### config.mk
export PLATFORM = sky130hd
export DESIGN_NAME = main_mem_responder
export DESIGN_NICKNAME = d
export VERILOG_FILES = /design/src/rtl/main_mem_responder.sv
export SDC_FILE = /design/constraint.sdc
export NUM_CORES = 2
export LEC_CHECK = 0
export CORE_AREA = 2 2 547 766
export CTS_BUF_LIST = sky130_fd_sc_hd__clkbuf_4
export DETAILED_ROUTE_END_ITERATION = 8
export DIE_AREA = 0 0 549 768
export HOLD_SLACK_MARGIN = 0.1
export MAX_ROUTING_LAYER = met4
export PLACE_DENSITY_LB_ADDON = 0.12
export SETUP_SLACK_MARGIN = 0.05
export SYNTH_ARGS = -nofsm -noshare
export SYNTH_HDL_FRONTEND = slang
export SYNTH_MEMORY_MAX_BITS = 65536
export SYNTH_SLANG_ARGS = --single-unit
export TNS_END_PERCENT = 10
### constraint.sdc
create_clock -name clk -period 3.35 [get_ports clk]
set_input_delay 0.5025 -clock clk [delete_from_list [all_inputs] [get_ports clk]]
set_output_delay 0.5025 -clock clk [all_outputs]
set_load 0.1 [all_outputs]
### src/rtl/main_mem_responder.sv
// Word-addressed memory responder: single-cycle writes and fixed-latency pipelined reads.
// A read occupies a LATENCY-deep shift pipeline; a write waits until no read is in flight.
module main_mem_responder #(
  parameter int ADDR_W  = 8,
  parameter int LATENCY = 4
) (
  input  logic        clk,
  input  logic        rst,
  input  logic        MemoryRequest,
  input  logic        MemoryWriteEnable,
  input  logic [15:0] MemoryAddressIn,
  input  logic [15:0] MemoryDataIn,
  output logic        MemStall,
  output logic        MemDataValid,
  output logic [15:0] MemDataOut,
  output logic [15:0] MemAddressOut
);

  localparam int DEPTH = 1 << ADDR_W;

  // Handshake: a request is taken on a rising edge with MemoryRequest=1, rst=1 and
  // MemStall=0; while MemStall=1 the requester holds every request input unchanged.

  logic [15:0]        mem_q [DEPTH];
  logic [LATENCY-1:0] vld_q;
  logic [15:0]        addr_q [LATENCY];
  logic [15:0]        data_q [LATENCY];

  logic [ADDR_W-1:0] word_idx;
  logic              in_flight;
  logic              rd_accept;
  logic              wr_accept;
  logic              unused_addr_bits;

  assign word_idx         = MemoryAddressIn[ADDR_W:1];
  assign unused_addr_bits = ^{MemoryAddressIn[15:ADDR_W+1], MemoryAddressIn[0]};

  // The last stage drives the outputs; a read sitting there has already returned,
  // so only the earlier stages block a write.
  assign in_flight = |vld_q[LATENCY-2:0];

  assign MemStall  = rst & MemoryRequest & MemoryWriteEnable & in_flight;
  assign rd_accept = rst & MemoryRequest & ~MemoryWriteEnable;
  assign wr_accept = rst & MemoryRequest & MemoryWriteEnable & ~in_flight;

  // Storage has no reset so contents survive rst.
  always_ff @(posedge clk) begin
    if (wr_accept) begin
      mem_q[word_idx] <= MemoryDataIn;
    end
  end

  // Bubbles carry zero address/data, so the outputs are zero whenever not valid.
  always_ff @(posedge clk) begin
    if (!rst) begin
      vld_q <= '0;
      for (int i = 0; i < LATENCY; i++) begin
        addr_q[i] <= '0;
        data_q[i] <= '0;
      end
    end else begin
      vld_q     <= {vld_q[LATENCY-2:0], rd_accept};
      addr_q[0] <= rd_accept ? MemoryAddressIn : 16'h0000;
      data_q[0] <= rd_accept ? mem_q[word_idx] : 16'h0000;
      for (int i = 1; i < LATENCY; i++) begin
        addr_q[i] <= addr_q[i-1];
        data_q[i] <= data_q[i-1];
      end
    end
  end

  assign MemDataValid  = vld_q[LATENCY-1];
  assign MemDataOut    = data_q[LATENCY-1];
  assign MemAddressOut = addr_q[LATENCY-1];

endmodule

### After elaboration in Yosys (flattened, before gate mapping)

Memories as Yosys holds them, arrays and structs flattened.
Cells that the tools add are included.

| storage, ports and cells | value |
|---|---|
| bits in registers | 4 |
| memories | 3 |
| output and inout bits | 34 |
| latch bits | 0 |
| bits in read-only memories | 0 |
| input bits | 36 |
| word-level logic and storage cells | 34 |
| bits in writable memories | 4224 |

Memory list:

| memory | depth | width | read ports | clocked after memory_dff | wr ports | line | RTL |
|---|---|---|---|---|---|---|---|
| mem_q | 256 | 16 | 1 | 0 | 1 | 24 | `logic [15:0] mem_q [DEPTH];` |
| addr_q | 4 | 16 | 4 | 0 | 4 | 26 | `logic [15:0] addr_q [LATENCY];` |
| data_q | 4 | 16 | 4 | 0 | 4 | 27 | `logic [15:0] data_q [LATENCY];` |

| operators by class | value |
|---|---|
| bitwise operators | 15 |
| shifts and indexed selects | 0 |
| reduce and logical (&&, ||, !) cells | 1 |
| div/mod/pow operators | 0 |
| $mul | 0 |
| $add $sub $neg | 0 |
| eq/ne operators | 0 |
| muxes and demuxes | 14 |
| $lt $le $gt $ge | 0 |

Operators by type and width:

| cell | number |
|---|---|
| $mux W16 | 10 |
| $or A1 B1 Y1 | 8 |
| $and A1 B1 Y1 | 5 |
| $mux W1 | 4 |
| $reduce_or A3 Y1 | 1 |
| $not A1 Y1 | 2 |

### Longest topological paths before layout

| depth | value |
|---|---|
| depth in word-level cells | 5 |
| mapped depth | 14 |
| gate-level depth less buffers | 6 |

### Worst setup path after synthesis

Ideal clock, no wire load.

| path | value |
|---|---|
| path type | in2reg |
| start point | input port MemoryAddressIn[1] |
| end point | memory mem_q[207][0] (enable) |
| buffers on the path | 9 |
| data required time | 2.962 ns |
| slack | -0.087 ns |
| library setup time | 0.388 ns |
| cell stages on the path | 12 |
| arrival time | 3.048 ns |
| cells stage by stage | buf_4 -> buf_6 -> buf_6 -> buf_6 -> buf_6 -> buf_8 -> buf_6 -> buf_4 -> and3_1 -> nand2_1 -> buf_2 -> nor2_1 |

RTL lines:

| what | line | RTL |
|---|---|---|
| from (decl) | 11 | `input logic [15:0] MemoryAddressIn,` |
| to (decl) | 24 |  |

Straight into the memory's write port.

==> qor.txt <==
CTS Buffer Depth -> 5
Final Util -> 0.466
Count leader, synth -> edfxtp_1
Initial antenna violation count -> 23
Core ar. -> 415000 µm²
Worst Setup End Kind -> flop
Max Cap Violations -> 0
Worst Path Arrival -> 4.78 ns
Status -> finished clean
Hold Path Class -> flop to flop
Die area -> 422000 µm²
Min-Delay Path Depth -> 1
Synth top area cells -> edfxtp_1 (76%), mux4_2 (13%), mux2i_1 (2.3%), dfxtp_1 (1.6%), nor2_1 (0.70%)
Routability cong. -> 0.843
CP startpoint kind -> input port
Critical path's top delay family -> buffers and inverters
Synth cell count leaders -> edfxtp_1 (4096), mux4_2 (909), mux2i_1 (372), nor2_1 (302), clkbuf_1 (234)
Final wirelength -> 495000 µm
Avg Synthesized Cell Area -> 21.7 µm²
Slew headroom -> 0.128
Yosys reg bits -> 4228
DRT iter0 DRCs -> 7231
Die X -> 549 µm
Crit path max fanout -> 21
Share of power burned in the clock network -> 0.396
Vias in the first global route -> 90100
Int Power -> 0.0821 W
Cell area after synthesis -> 161000 µm²
Hold Vio Cnt, Final -> 0
WL/cell -> 32.0 µm
Synth area leader -> edfxtp_1
Post-route minimum period -> 3.26 ns
Critical path, cell by cell -> dlygate4sd3_1 > buf_8 > dlygate4sd3_1 > inv_8 > buf_12 > mux2i_1 > buf_4 > o22a_1 > nand4_1 > buf_4 > o41ai_1 > a21oi_1
CP max stage cell -> o41ai_1
Post-route antenna net violation count -> 0
Switching share of power -> 0.227
Hold Path Sink -> data_q[1][12]
Chip height -> 768 µm
Synth top area share -> 0.763
Clock transition at the registers of the reported paths -> 0.06 ns
Final setup fails -> 0
Slew Viols, Final -> 0
DP Area -> 179000 µm²
Synth-to-Final Area Change -> 20.0%
R2r endpoint -> data_q[0][3]
Required @ worst endpoint -> 4.86 ns
Vias per cell -> 5.51
Via count -> 85400
Crit Path Class -> input port to flop
All-Layer GR Usage -> 0.244
Row count -> 280
Net switching power -> 0.0241 W
Commonest register cell after synthesis -> edfxtp_1
Slew of the pin with the lowest slew margin -> 1.29 ns
Synthesis Warnings -> 0
IO Pins -> 70
First-pass GRT wire length -> 690000 µm
CTS root buffer -> clkbuf_4
Fmax -> 307 MHz
H-tree Lvls -> 7
Hold Crit Start -> data_q[0][12]
Sequential share of the synthesized area -> 0.780
Logic gate share of total power -> 0.058
Post-synth ARST share -> 0
Clock Skew -> 0.164 ns
Cts bufs inserted -> 1113
RSZ-0062 raised after global routing -> true
Yosys cell types -> 51
WP buf/inv -> 7
Layout cells sized above 1 -> 0.379
Drc violations -> 0
R2R setup slack -> 0.23 ns
CTS tree -> done
Period Utilization, post-route -> 0.974
Initial Utilization -> 0.388
Post-Syn Nets -> 7461
Sequential share of power -> 0.546
Congestion Overflow GR -> 0
# nets final -> 9316
Clock tree sinks -> 4228
Clock Latency Late Sink -> 1.75 ns
Power per cell area -> 550 nW/µm²
Leak -> 63.8 nW
Worst r2r path cells -> 8
Dpl hpwl -> 309000 µm
Critical R2R Launch -> mem_q[27][3]
Cells after synthesis -> 7425
1st-pass router iterations -> 5
Critical Path Max Stage Delay -> 1.02 ns
Number of synthesized flops with an enable pin -> 4096
I/O Buffers -> 69
Design area -> 193000 µm²
Largest net degree at the start of global routing -> 101
Worst vdd ir -> 0.000334 V
final cells by class:
cell class,count,area [µm²]
inverter,4,22.5
clock buffer,1546,11600
multi-input combinational,2730,33400
sequential,4228,126000
clock inverter,259,1230
fill,35400,222000
antenna,29,72.6
timing repair buffer,1203,14400
tap,5499,6880
how the worst max path moves through the flow:
stage                         end  depth (start not counted)                from  slack, ns
finish               data_q[0][3]                         12  MemoryAddressIn[4]       0.09
global route             MemStall                          4            vld_q[0]      -0.14
CTS                      MemStall                          5            vld_q[2]      -0.20
detailed placement   data_q[0][0]                         11  MemoryAddressIn[1]      -0.83
global placement     data_q[0][2]                         11  MemoryAddressIn[1]      -1.41
floorplan           mem_q[207][0]                         12  MemoryAddressIn[1]      -0.09
cells by family (layout without fill, tap and decap cells):
group                  after synthesis  in the layout  synth area share
other                                0             29                 0
buffers and inverters              467           3012            0.0150
DFF                               4228           4228             0.780
AOI/OAI and AO/OA                  708            708            0.0319
and+or+nand+nor                    721            721            0.0216
muxes                             1301           1301             0.152
power by group through the flow:
stage / combinational (W) / clock (W) / sequential (W)
after global routing: 0.00642 / 0.0462 / 0.0579
after global placement: 0.00599 / 0 / 0.0591
after CTS: 0.00626 / 0.0435 / 0.0580
final: 0.00615 / 0.0421 / 0.0580
after detailed placement: 0.00605 / 0 / 0.0591
after floorplan: 0.00258 / 0 / 0.0591
metrics by stage:
| step | worst slack, ns | std cells | setup TNS [ns] | total power [W] | hold slack [ns] |
|---|---|---|---|---|---|
| global route | -0.141 | 15500 | -0.141 | 0.111 | 0.242 |
| global placement | -1.41 | 13600 | -13.56 | 0.0651 | 0.414 |
| floorplan | -0.0868 | 7425 | -174.62 | 0.0617 | 0.412 |
| detailed placement | -0.832 | 13600 | -12.26 | 0.0652 | 0.419 |
| CTS | -0.198 | 15500 | -0.198 | 0.108 | 0.141 |
| finish | 0.0887 | 15500 | 0 | 0.106 | 0.396 |
cell usage in the layout (no fill, tap or decap), types with 15 or more instances in the layout:
cell type         n
edfxtp_1       4096
clkbuf_4       1546
mux4_2          909
buf_4           671
mux2i_1         372
buf_12          371
clkinv_1        212
nor2_1          209
nand3_1         148
a22oi_1         147
dfxtp_1         129
and2_1          115
a21oi_1          97
nor2_2           91
dlygate4sd3_1    79
a22o_1           78
o21ai_0          65
a31oi_1          64
and3_1           49
o2111ai_1        49
o211ai_1         32
a221oi_1         32
nand4_1          31
diode_2          29
nand2_1          29
buf_2            23
clkinv_2         20
inv_2            19
buf_8            19
o22ai_1          17
buf_16           17
nand2_2          16
a21o_1           16
o21bai_1         16
a221o_1          16
a31o_2           15
o22a_1           15
o311ai_1         15
a211o_1          15
flip-flops by register name (all words and copies together), names as in the netlist:
name / count
mem_q: 4096
addr_q: 64
data_q: 64
vld_q: 4
repair_timing:
| item | CTS | global route |
|---|---|---|
| setup endpoints to repair | 31 | 12 |
| pin swaps | 1 | 2 |
| resized for setup | 138 | 7 |
| buffers inserted | 1 | 1 |
| endpoints found under the hold margin | 7435 | 0 |
| gates cloned | 0 | 0 |
| hold buffers | 95 | 0 |
routing by layer:
metal | global-route usage | vias up | share of wire
li1 | - | 35700 | -
met1 | 0.294 | 46100 | 0.40
met2 | 0.408 | 2924 | 0.52
met3 | 0.0457 | 657 | 0.050
met4 | 0.0920 | 0 | 0.031
met5 | - | - | 0
No activity file was read; power rests on OpenSTA's default activity.
